$ cat src/rtl/argon_mem_pkg.sv
// Shared constants and types for the Argon memory port arbiter.
// Latency: n/a (declarations only).
// Backpressure: n/a.
package argon_mem_pkg;

    localparam logic [2:0] RDMASK_NONE = 3'd0;
    localparam logic [2:0] RDMASK_B    = 3'd1;
    localparam logic [2:0] RDMASK_H    = 3'd2;
    localparam logic [2:0] RDMASK_W    = 3'd3;

    localparam logic [1:0] WRMASK_NONE = 2'd0;
    localparam logic [1:0] WRMASK_B    = 2'd1;
    localparam logic [1:0] WRMASK_H    = 2'd2;
    localparam logic [1:0] WRMASK_W    = 2'd3;

    typedef enum logic [1:0] {
        ARB_IDLE   = 2'd0,
        ARB_ACCESS = 2'd1,
        ARB_DONE   = 2'd2
    } arb_state_t;

    typedef struct packed {
        logic [31:0] addr;
        logic [31:0] wr_data;
        logic [2:0]  rd_mask;
        logic [1:0]  wr_mask;
    } mem_req_t;

endpackage

$ cat src/rtl/mem_port_arbiter_if.sv
// Requester-side and memory-side bundle of the Argon memory port arbiter.
// Latency: n/a (wires only).
// Backpressure: requests are level-held until the arbiter pulses o_gnt.
interface mem_port_arbiter_if #(
    parameter int NREQ = 2
);
    logic [NREQ-1:0]       i_req;
    logic [NREQ-1:0]       i_lock;
    logic [NREQ-1:0][31:0] i_addr;
    logic [NREQ-1:0][31:0] i_wr_data;
    logic [NREQ-1:0][2:0]  i_rd_mask;
    logic [NREQ-1:0][1:0]  i_wr_mask;
    logic [NREQ-1:0]       o_gnt;
    logic [NREQ-1:0]       o_rvalid;
    logic [31:0]           o_rd_data;
    logic [31:0]           o_mem_addr;
    logic [31:0]           o_mem_wr_data;
    logic [2:0]            o_mem_rd_mask;
    logic [1:0]            o_mem_wr_mask;
    logic [31:0]           i_mem_rd_data;

    // arbiter view
    modport slave (
        input  i_req, i_lock, i_addr, i_wr_data, i_rd_mask, i_wr_mask, i_mem_rd_data,
        output o_gnt, o_rvalid, o_rd_data, o_mem_addr, o_mem_wr_data, o_mem_rd_mask, o_mem_wr_mask
    );

    // requester/memory view
    modport master (
        output i_req, i_lock, i_addr, i_wr_data, i_rd_mask, i_wr_mask, i_mem_rd_data,
        input  o_gnt, o_rvalid, o_rd_data, o_mem_addr, o_mem_wr_data, o_mem_rd_mask, o_mem_wr_mask
    );
endinterface

$ cat src/rtl/arb_rr_picker.sv
// One-hot winner selection: lock owner first, else first request searching upward from ptr.
// Latency: combinational.
// Backpressure: none; a zero ptr gives plain lowest-index-wins priority.
module arb_rr_picker #(
    parameter int NREQ = 2,
    parameter int PW   = (NREQ > 1) ? $clog2(NREQ) : 1
) (
    input  logic [NREQ-1:0] req,
    input  logic [PW-1:0]   ptr,
    input  logic            lock_vld,
    input  logic [PW-1:0]   lock_owner,
    output logic [NREQ-1:0] win,
    output logic [PW-1:0]   win_idx,
    output logic            win_any
);
    int          idx;
    logic [PW-1:0] idx_v;

    // locked owner preempts everyone while it still requests; otherwise rotate from ptr
    always_comb begin
        win     = '0;
        win_idx = '0;
        win_any = 1'b0;
        idx     = 0;
        idx_v   = '0;
        if (lock_vld && req[lock_owner]) begin
            win[lock_owner] = 1'b1;
            win_idx         = lock_owner;
            win_any         = 1'b1;
        end else begin
            for (int i = 0; i < NREQ; i++) begin
                idx   = (int'(ptr) + i) % NREQ;
                idx_v = PW'(idx);
                if (!win_any && req[idx_v]) begin
                    win[idx_v] = 1'b1;
                    win_idx    = idx_v;
                    win_any    = 1'b1;
                end
            end
        end
    end
endmodule

$ cat src/rtl/mem_port_arbiter.sv
// Shares one memory port among NREQ requesters; ARB_ROUND_ROBIN_EN selects rotating priority.
// Latency: gnt one cycle after the sampled request, rvalid MEM_LAT+1 cycles after it.
// Backpressure: requests wait (level-held) while an access is in flight; one access per MEM_LAT+2 cycles.
module mem_port_arbiter
    import argon_mem_pkg::*;
#(
    parameter int NREQ    = 2,
    parameter int MEM_LAT = 1
) (
    input  logic                i_clk,
    input  logic                i_reset_n,
    mem_port_arbiter_if.slave   bus
);
    localparam int         PW       = (NREQ > 1) ? $clog2(NREQ) : 1;
    localparam logic [2:0] LAT_LAST = 3'(MEM_LAT - 1);

    arb_state_t      state;
    logic [2:0]      lat_cnt;
    mem_req_t        req_q;
    mem_req_t        sel;
    logic [PW-1:0]   win_q;
    logic [PW-1:0]   ptr;
    logic [PW-1:0]   lock_owner;
    logic            lock_vld;
    logic [NREQ-1:0] win_oh;
    logic [PW-1:0]   win_idx;
    logic            win_any;

    arb_rr_picker #(.NREQ(NREQ), .PW(PW)) u_picker (
        .req        (bus.i_req),
        .ptr        (ptr),
        .lock_vld   (lock_vld),
        .lock_owner (lock_owner),
        .win        (win_oh),
        .win_idx    (win_idx),
        .win_any    (win_any)
    );

    // winner's payload; a write mask turns the access into a pure write
    always_comb begin
        sel         = '0;
        sel.addr    = bus.i_addr[win_idx];
        sel.wr_data = bus.i_wr_data[win_idx];
        sel.wr_mask = bus.i_wr_mask[win_idx];
        sel.rd_mask = (bus.i_wr_mask[win_idx] != WRMASK_NONE) ? RDMASK_NONE : bus.i_rd_mask[win_idx];
    end

`ifdef ARB_ROUND_ROBIN_EN
    // after each grant the next requester up gets top priority
    always_ff @(posedge i_clk or negedge i_reset_n) begin
        if (!i_reset_n) begin
            ptr <= '0;
        end else if (state == ARB_IDLE && win_any) begin
            ptr <= (int'(win_idx) == NREQ - 1) ? '0 : win_idx + 1'b1;
        end
    end
`else
    assign ptr = '0;
`endif

    // arbitration FSM, payload capture, latency count and response pulse
    always_ff @(posedge i_clk or negedge i_reset_n) begin
        if (!i_reset_n) begin
            state         <= ARB_IDLE;
            lat_cnt       <= '0;
            req_q         <= '0;
            win_q         <= '0;
            lock_vld      <= 1'b0;
            lock_owner    <= '0;
            bus.o_gnt     <= '0;
            bus.o_rvalid  <= '0;
            bus.o_rd_data <= '0;
        end else begin
            bus.o_gnt    <= '0;
            bus.o_rvalid <= '0;
            case (state)
                ARB_IDLE: begin
                    // owner stopped requesting: give the port back before arbitrating
                    if (lock_vld && !bus.i_req[lock_owner]) begin
                        lock_vld <= 1'b0;
                    end
                    if (win_any) begin
                        bus.o_gnt  <= win_oh;
                        win_q      <= win_idx;
                        req_q      <= sel;
                        lat_cnt    <= '0;
                        lock_vld   <= bus.i_lock[win_idx];
                        lock_owner <= win_idx;
                        state      <= ARB_ACCESS;
                    end
                end
                ARB_ACCESS: begin
                    if (lat_cnt == LAT_LAST) begin
                        bus.o_rvalid  <= {{(NREQ-1){1'b0}}, 1'b1} << win_q;
                        bus.o_rd_data <= (req_q.rd_mask != RDMASK_NONE) ? bus.i_mem_rd_data : 32'd0;
                        state         <= ARB_DONE;
                    end else begin
                        lat_cnt <= lat_cnt + 3'd1;
                    end
                end
                ARB_DONE: begin
                    state <= ARB_IDLE;
                end
                default: begin
                    state <= ARB_IDLE;
                end
            endcase
        end
    end

    // bus masks only live during ACCESS; address and data simply hold
    assign bus.o_mem_addr    = req_q.addr;
    assign bus.o_mem_wr_data = req_q.wr_data;
    assign bus.o_mem_rd_mask = (state == ARB_ACCESS) ? req_q.rd_mask : RDMASK_NONE;
    assign bus.o_mem_wr_mask = (state == ARB_ACCESS) ? req_q.wr_mask : WRMASK_NONE;

endmodule

$ cat src/flat_wrapper.sv
// flat-port wrapper written by rule: the top's interface ports become plain ports
module mem_port_arbiter_flat import argon_mem_pkg::*;
#(
    parameter int NREQ    = 2,
    parameter int MEM_LAT = 1
)
  (i_clk, i_reset_n, bus_i_req, bus_i_lock, bus_i_addr, bus_i_wr_data, bus_i_rd_mask, bus_i_wr_mask, bus_i_mem_rd_data, bus_o_gnt, bus_o_rvalid, bus_o_rd_data, bus_o_mem_addr, bus_o_mem_wr_data, bus_o_mem_rd_mask, bus_o_mem_wr_mask);
  mem_port_arbiter_if #(.NREQ(NREQ)) bus_i ();
  input  logic i_clk;
  input  logic i_reset_n;
  input wire logic [$bits(bus_i.i_req)-1:0] bus_i_req;
  input wire logic [$bits(bus_i.i_lock)-1:0] bus_i_lock;
  input wire logic [$bits(bus_i.i_addr)-1:0] bus_i_addr;
  input wire logic [$bits(bus_i.i_wr_data)-1:0] bus_i_wr_data;
  input wire logic [$bits(bus_i.i_rd_mask)-1:0] bus_i_rd_mask;
  input wire logic [$bits(bus_i.i_wr_mask)-1:0] bus_i_wr_mask;
  input wire logic [$bits(bus_i.i_mem_rd_data)-1:0] bus_i_mem_rd_data;
  output wire logic [$bits(bus_i.o_gnt)-1:0] bus_o_gnt;
  output wire logic [$bits(bus_i.o_rvalid)-1:0] bus_o_rvalid;
  output wire logic [$bits(bus_i.o_rd_data)-1:0] bus_o_rd_data;
  output wire logic [$bits(bus_i.o_mem_addr)-1:0] bus_o_mem_addr;
  output wire logic [$bits(bus_i.o_mem_wr_data)-1:0] bus_o_mem_wr_data;
  output wire logic [$bits(bus_i.o_mem_rd_mask)-1:0] bus_o_mem_rd_mask;
  output wire logic [$bits(bus_i.o_mem_wr_mask)-1:0] bus_o_mem_wr_mask;
  assign bus_i.i_req = bus_i_req;
  assign bus_i.i_lock = bus_i_lock;
  assign bus_i.i_addr = bus_i_addr;
  assign bus_i.i_wr_data = bus_i_wr_data;
  assign bus_i.i_rd_mask = bus_i_rd_mask;
  assign bus_i.i_wr_mask = bus_i_wr_mask;
  assign bus_i.i_mem_rd_data = bus_i_mem_rd_data;
  assign bus_o_gnt = bus_i.o_gnt;
  assign bus_o_rvalid = bus_i.o_rvalid;
  assign bus_o_rd_data = bus_i.o_rd_data;
  assign bus_o_mem_addr = bus_i.o_mem_addr;
  assign bus_o_mem_wr_data = bus_i.o_mem_wr_data;
  assign bus_o_mem_rd_mask = bus_i.o_mem_rd_mask;
  assign bus_o_mem_wr_mask = bus_i.o_mem_wr_mask;
  mem_port_arbiter #(.NREQ(NREQ), .MEM_LAT(MEM_LAT)) u_core (.i_clk(i_clk), .i_reset_n(i_reset_n), .bus(bus_i));
endmodule
$ cat config.mk
export PLATFORM = sky130hd
export DESIGN_NAME = mem_port_arbiter_flat
export DESIGN_NICKNAME = d
export VERILOG_FILES = /design/src/rtl/argon_mem_pkg.sv /design/src/rtl/mem_port_arbiter_if.sv /design/src/rtl/arb_rr_picker.sv /design/src/rtl/mem_port_arbiter.sv /design/src/flat_wrapper.sv
export SDC_FILE = /design/constraint.sdc
export NUM_CORES = 1
export LEC_CHECK = 0
export BUFFER_PORTS_ARGS = -buffer_cell sky130_fd_sc_hd__buf_2
export CORE_UTILIZATION = 47
export CTS_CLUSTER_SIZE = 30
export DETAILED_ROUTE_END_ITERATION = 10
export PLACE_DENSITY = 0.81
export SYNTH_ARGS = -nofsm -noshare
export SYNTH_HDL_FRONTEND = slang
export SYNTH_SLANG_ARGS = --single-unit
$ cat constraint.sdc
create_clock -name i_clk -period 1.8 [get_ports i_clk]
set_input_delay 0.18 -clock i_clk [delete_from_list [all_inputs] [get_ports i_clk]]
set_output_delay 0.18 -clock i_clk [all_outputs]
set_load 0.02 [all_outputs]
==> impl_metrics.json <==
{
  "hp-class": "in2reg",
  "fin_hold_ws_ns": 0.0473,
  "wl_per_cell_um": 17.9,
  "initial_core_util": 0.484,
  "cp_cell_sequence": "inv_1 > ha_1 > nand4bb_1 > buf_4 > a22o_1",
  "drc": 0,
  "worst_slew_pin_slew_ns": 0.774,
  "skew_ns": 0.00667,
  "tritoncts": "done",
  "avgSynthCellArea_sq_um": 9.72,
  "row_count": 40,
  "cts_made_buffers": 9,
  "grtUsageTotal": 0.266,
  "nNetsFinal": 960,
  "preCtsSetupSlack_ns": -0.293,
  "vias_per_cell": 5.80,
  "critPathBufInv": 2,
  "synth_area_leaders": "dfrtp_1 (48%), buf_4 (8.4%), nand4_1 (7.4%), o211ai_1 (7.2%), o21ai_0 (6.2%)",
  "syn2layout_area_growth_pct": 25.6,
  "total_power_w": 0.0129,
  "yosysUniqueCellTypes": 32,
  "cp_data_required_time_ns": 2.03,
  "grt_pass1_wl_um": 26900,
  "vias": 5549,
  "peakVddDrop_mv": 0.780,
  "worstSetupPathType": "reg2reg",
  "power_density_mw_per_mm2": 1760,
  "place_congestion": 0.786,
  "drt_wl_total_um": 17100,
  "seq_area_sq_mm": 0.00280,
  "fin_crit_ns": 1.66,
  "ant_nets": 0,
  "startpoint_type": "register",
  "fmax_mhz": 602,
  "synth_edf_count": 0,
  "synth_largest_type_area_fraction": 0.480,
  "grt_max_degree": 72,
  "drive_above_1_share": 0.427,
  "critPathCaptureType": "register",
  "slowest_stage": "dfrtp_1",
  "slew_violations": 0,
  "cts.htree.levels": 3,
  "worst_slack_ns": 0.140,
  "seq_area_frac_synth": 0.480,
  "syn_area_sq_mm": 0.00583,
  "synth_top_cells_by_count": "dfrtp_1 (112), o21ai_0 (72), nand3_1 (69), nand4_1 (69), buf_4 (65)",
  "grt-ovfl-total": 0,
  "relSlewSlack": 0.480,
  "status": "finished clean",
  "synth-seq-cells": 112,
  "fill_cells": 1051,
  "max_cap_violations": 0,
  "hold_viol": 0,
  "ys.flop_type": "dfrtp_1",
  "arrival_ns": 1.90,
  "dr.first_iter.drc_count": 468,
  "core_sq_mm": 0.0121,
  "crit_family": "buffers and inverters",
  "synth_area_leader_cell": "dfrtp_1",
  "rsz0062_at_grt": "false",
  "async_flop_share": 1.00,
  "finalSetupViolCount": 0,
  "path_max_fanout": 35,
  "path_clk_slew_ns": 0.07,
  "io_buffers": 280,
  "syn-num-nets": 778,
  "die_area_sq_mm": 0.0129,
  "die_x_um": 113,
  "multi_input_area_sq_mm": 0.00228,
  "yosys_warnings": 0,
  "clk-insertion-delay-late_ns": 0.35,
  "synth_cells": 600,
  "post-synth-top-count-cell": "dfrtp_1",
  "clock_path_buffers": 2,
  "antenna_found_initial": 2,
  "cts_root_buf": "clkbuf_16",
  "ios": 281,
  "grt_pass1_vias": 5310,
  "slowest_delay_ns": 0.39,
  "cts.sinks": 112,
  "fin_crit_sh": 0.922,
  "dieHeight_um": 113,
  "dr.pass1.iters": 5,
  "dpl.hpwl_um": 11800,
  "p_leak_nw": 3.50
}
kinds of logic after synthesis:
kind of cell    count (synthesis)  share of synthesized area
compound gates                178                      0.215
fa+ha+maj                       2                    0.00429
flops                         112                      0.480
simple gates                  170                      0.164
buf+inv                       138                      0.137
registers in the layout, indices dropped and copies added (netlist names):
register                  cells
u_core.bus.o_mem_addr        32
u_core.bus.o_mem_wr_data     32
u_core.bus.o_rd_data         32
u_core.req_q                  5
u_core.lat_cnt                3
u_core.bus.o_gnt              2
u_core.bus.o_rvalid           2
u_core.state                  2
u_core.lock_vld               1
u_core.win_q                  1
layout make-up:
| class | instances | share of cell area |
|---|---|---|
| clock inverter | 5 | 0.00768 |
| inverter | 5 | 0.00256 |
| timing repair buffer | 303 | 0.234 |
| tap | 168 | 0.0287 |
| clock buffer | 11 | 0.0331 |
| sequential | 112 | 0.382 |
| multi-input combinational | 351 | 0.311 |
| antenna | 2 | 0.000683 |
repair_timing:
item	in CTS	in global routing
pin swaps	0	1
hold buffers	1	0
endpoints found under the setup margin	37	34
setup buffers	0	0
hold endpoints to repair	112	0
gates cloned	0	1
gates resized for setup	2	2
through the flow:
step | area (sq um) | instances | util | TNS, ns
final | 7330 | 957 | 0.608 | 0
after global routing | 7330 | 956 | 0.607 | 0
after CTS | 7310 | 954 | 0.606 | 0
after detailed placement | 6990 | 937 | 0.580 | -8.94
after global placement | 6990 | 937 | 0.580 | -6.11
after floorplan | 5830 | 600 | - | 0
power by group:
group	total (W)	switching, W	internal [W]
registers	0.00427	0.000571	0.00370
logic	0.00662	0.00421	0.00240
clock network	0.00202	0.000903	0.00112
total	0.0129	0.00569	0.00722
placed cells by master, fill, tap and decap left out, drive strengths merged, types with 2 or more instances in the layout:
master,netlist,layout
a22o,33,33
and2,6,6
buf,78,302
clkbuf,55,11
clkinv,0,3
dfrtp,112,112
diode,0,2
ha,2,2
inv,5,5
nand2,5,5
nand2b,2,2
nand3,69,69
nand4,69,69
nor2,8,9
nor3b,3,3
o211ai,66,66
o21ai,72,72
o311ai,3,3
or2,2,2
per-layer routing:
layer	part of all wire	vias to the layer above	GRT usage
li1	-	2553	-
met1	0.40	2715	0.330
met2	0.49	257	0.446
met3	0.086	24	0.0728
met4	0.018	0	0.0947
met5	0	-	0
path summary, 6_finish.rpt:
kind / from / end / slack [ns] / cells past startpoint
max in group asynchronous: i_reset_n / u_core.bus.o_rd_data[18]$_DFFE_PN0P_ / 1.05 / 3
min in group asynchronous: i_reset_n / u_core.bus.o_mem_addr[29]$_DFFE_PN0P_ / 0.22 / 2
min reg2reg: u_core.bus.o_rd_data[13]$_DFFE_PN0P_ / u_core.bus.o_rd_data[13]$_DFFE_PN0P_ / 0.50 / 1
max: u_core.lat_cnt[0]$_DFFE_PN0P_ / u_core.bus.o_rd_data[4]$_DFFE_PN0P_ / 0.14 / 5
min: bus_i_mem_rd_data[22] / u_core.bus.o_rd_data[22]$_DFFE_PN0P_ / 0.05 / 2
max reg2reg: u_core.lat_cnt[0]$_DFFE_PN0P_ / u_core.bus.o_rd_data[4]$_DFFE_PN0P_ / 0.14 / 5
Power figures use the tool's default switching activity.
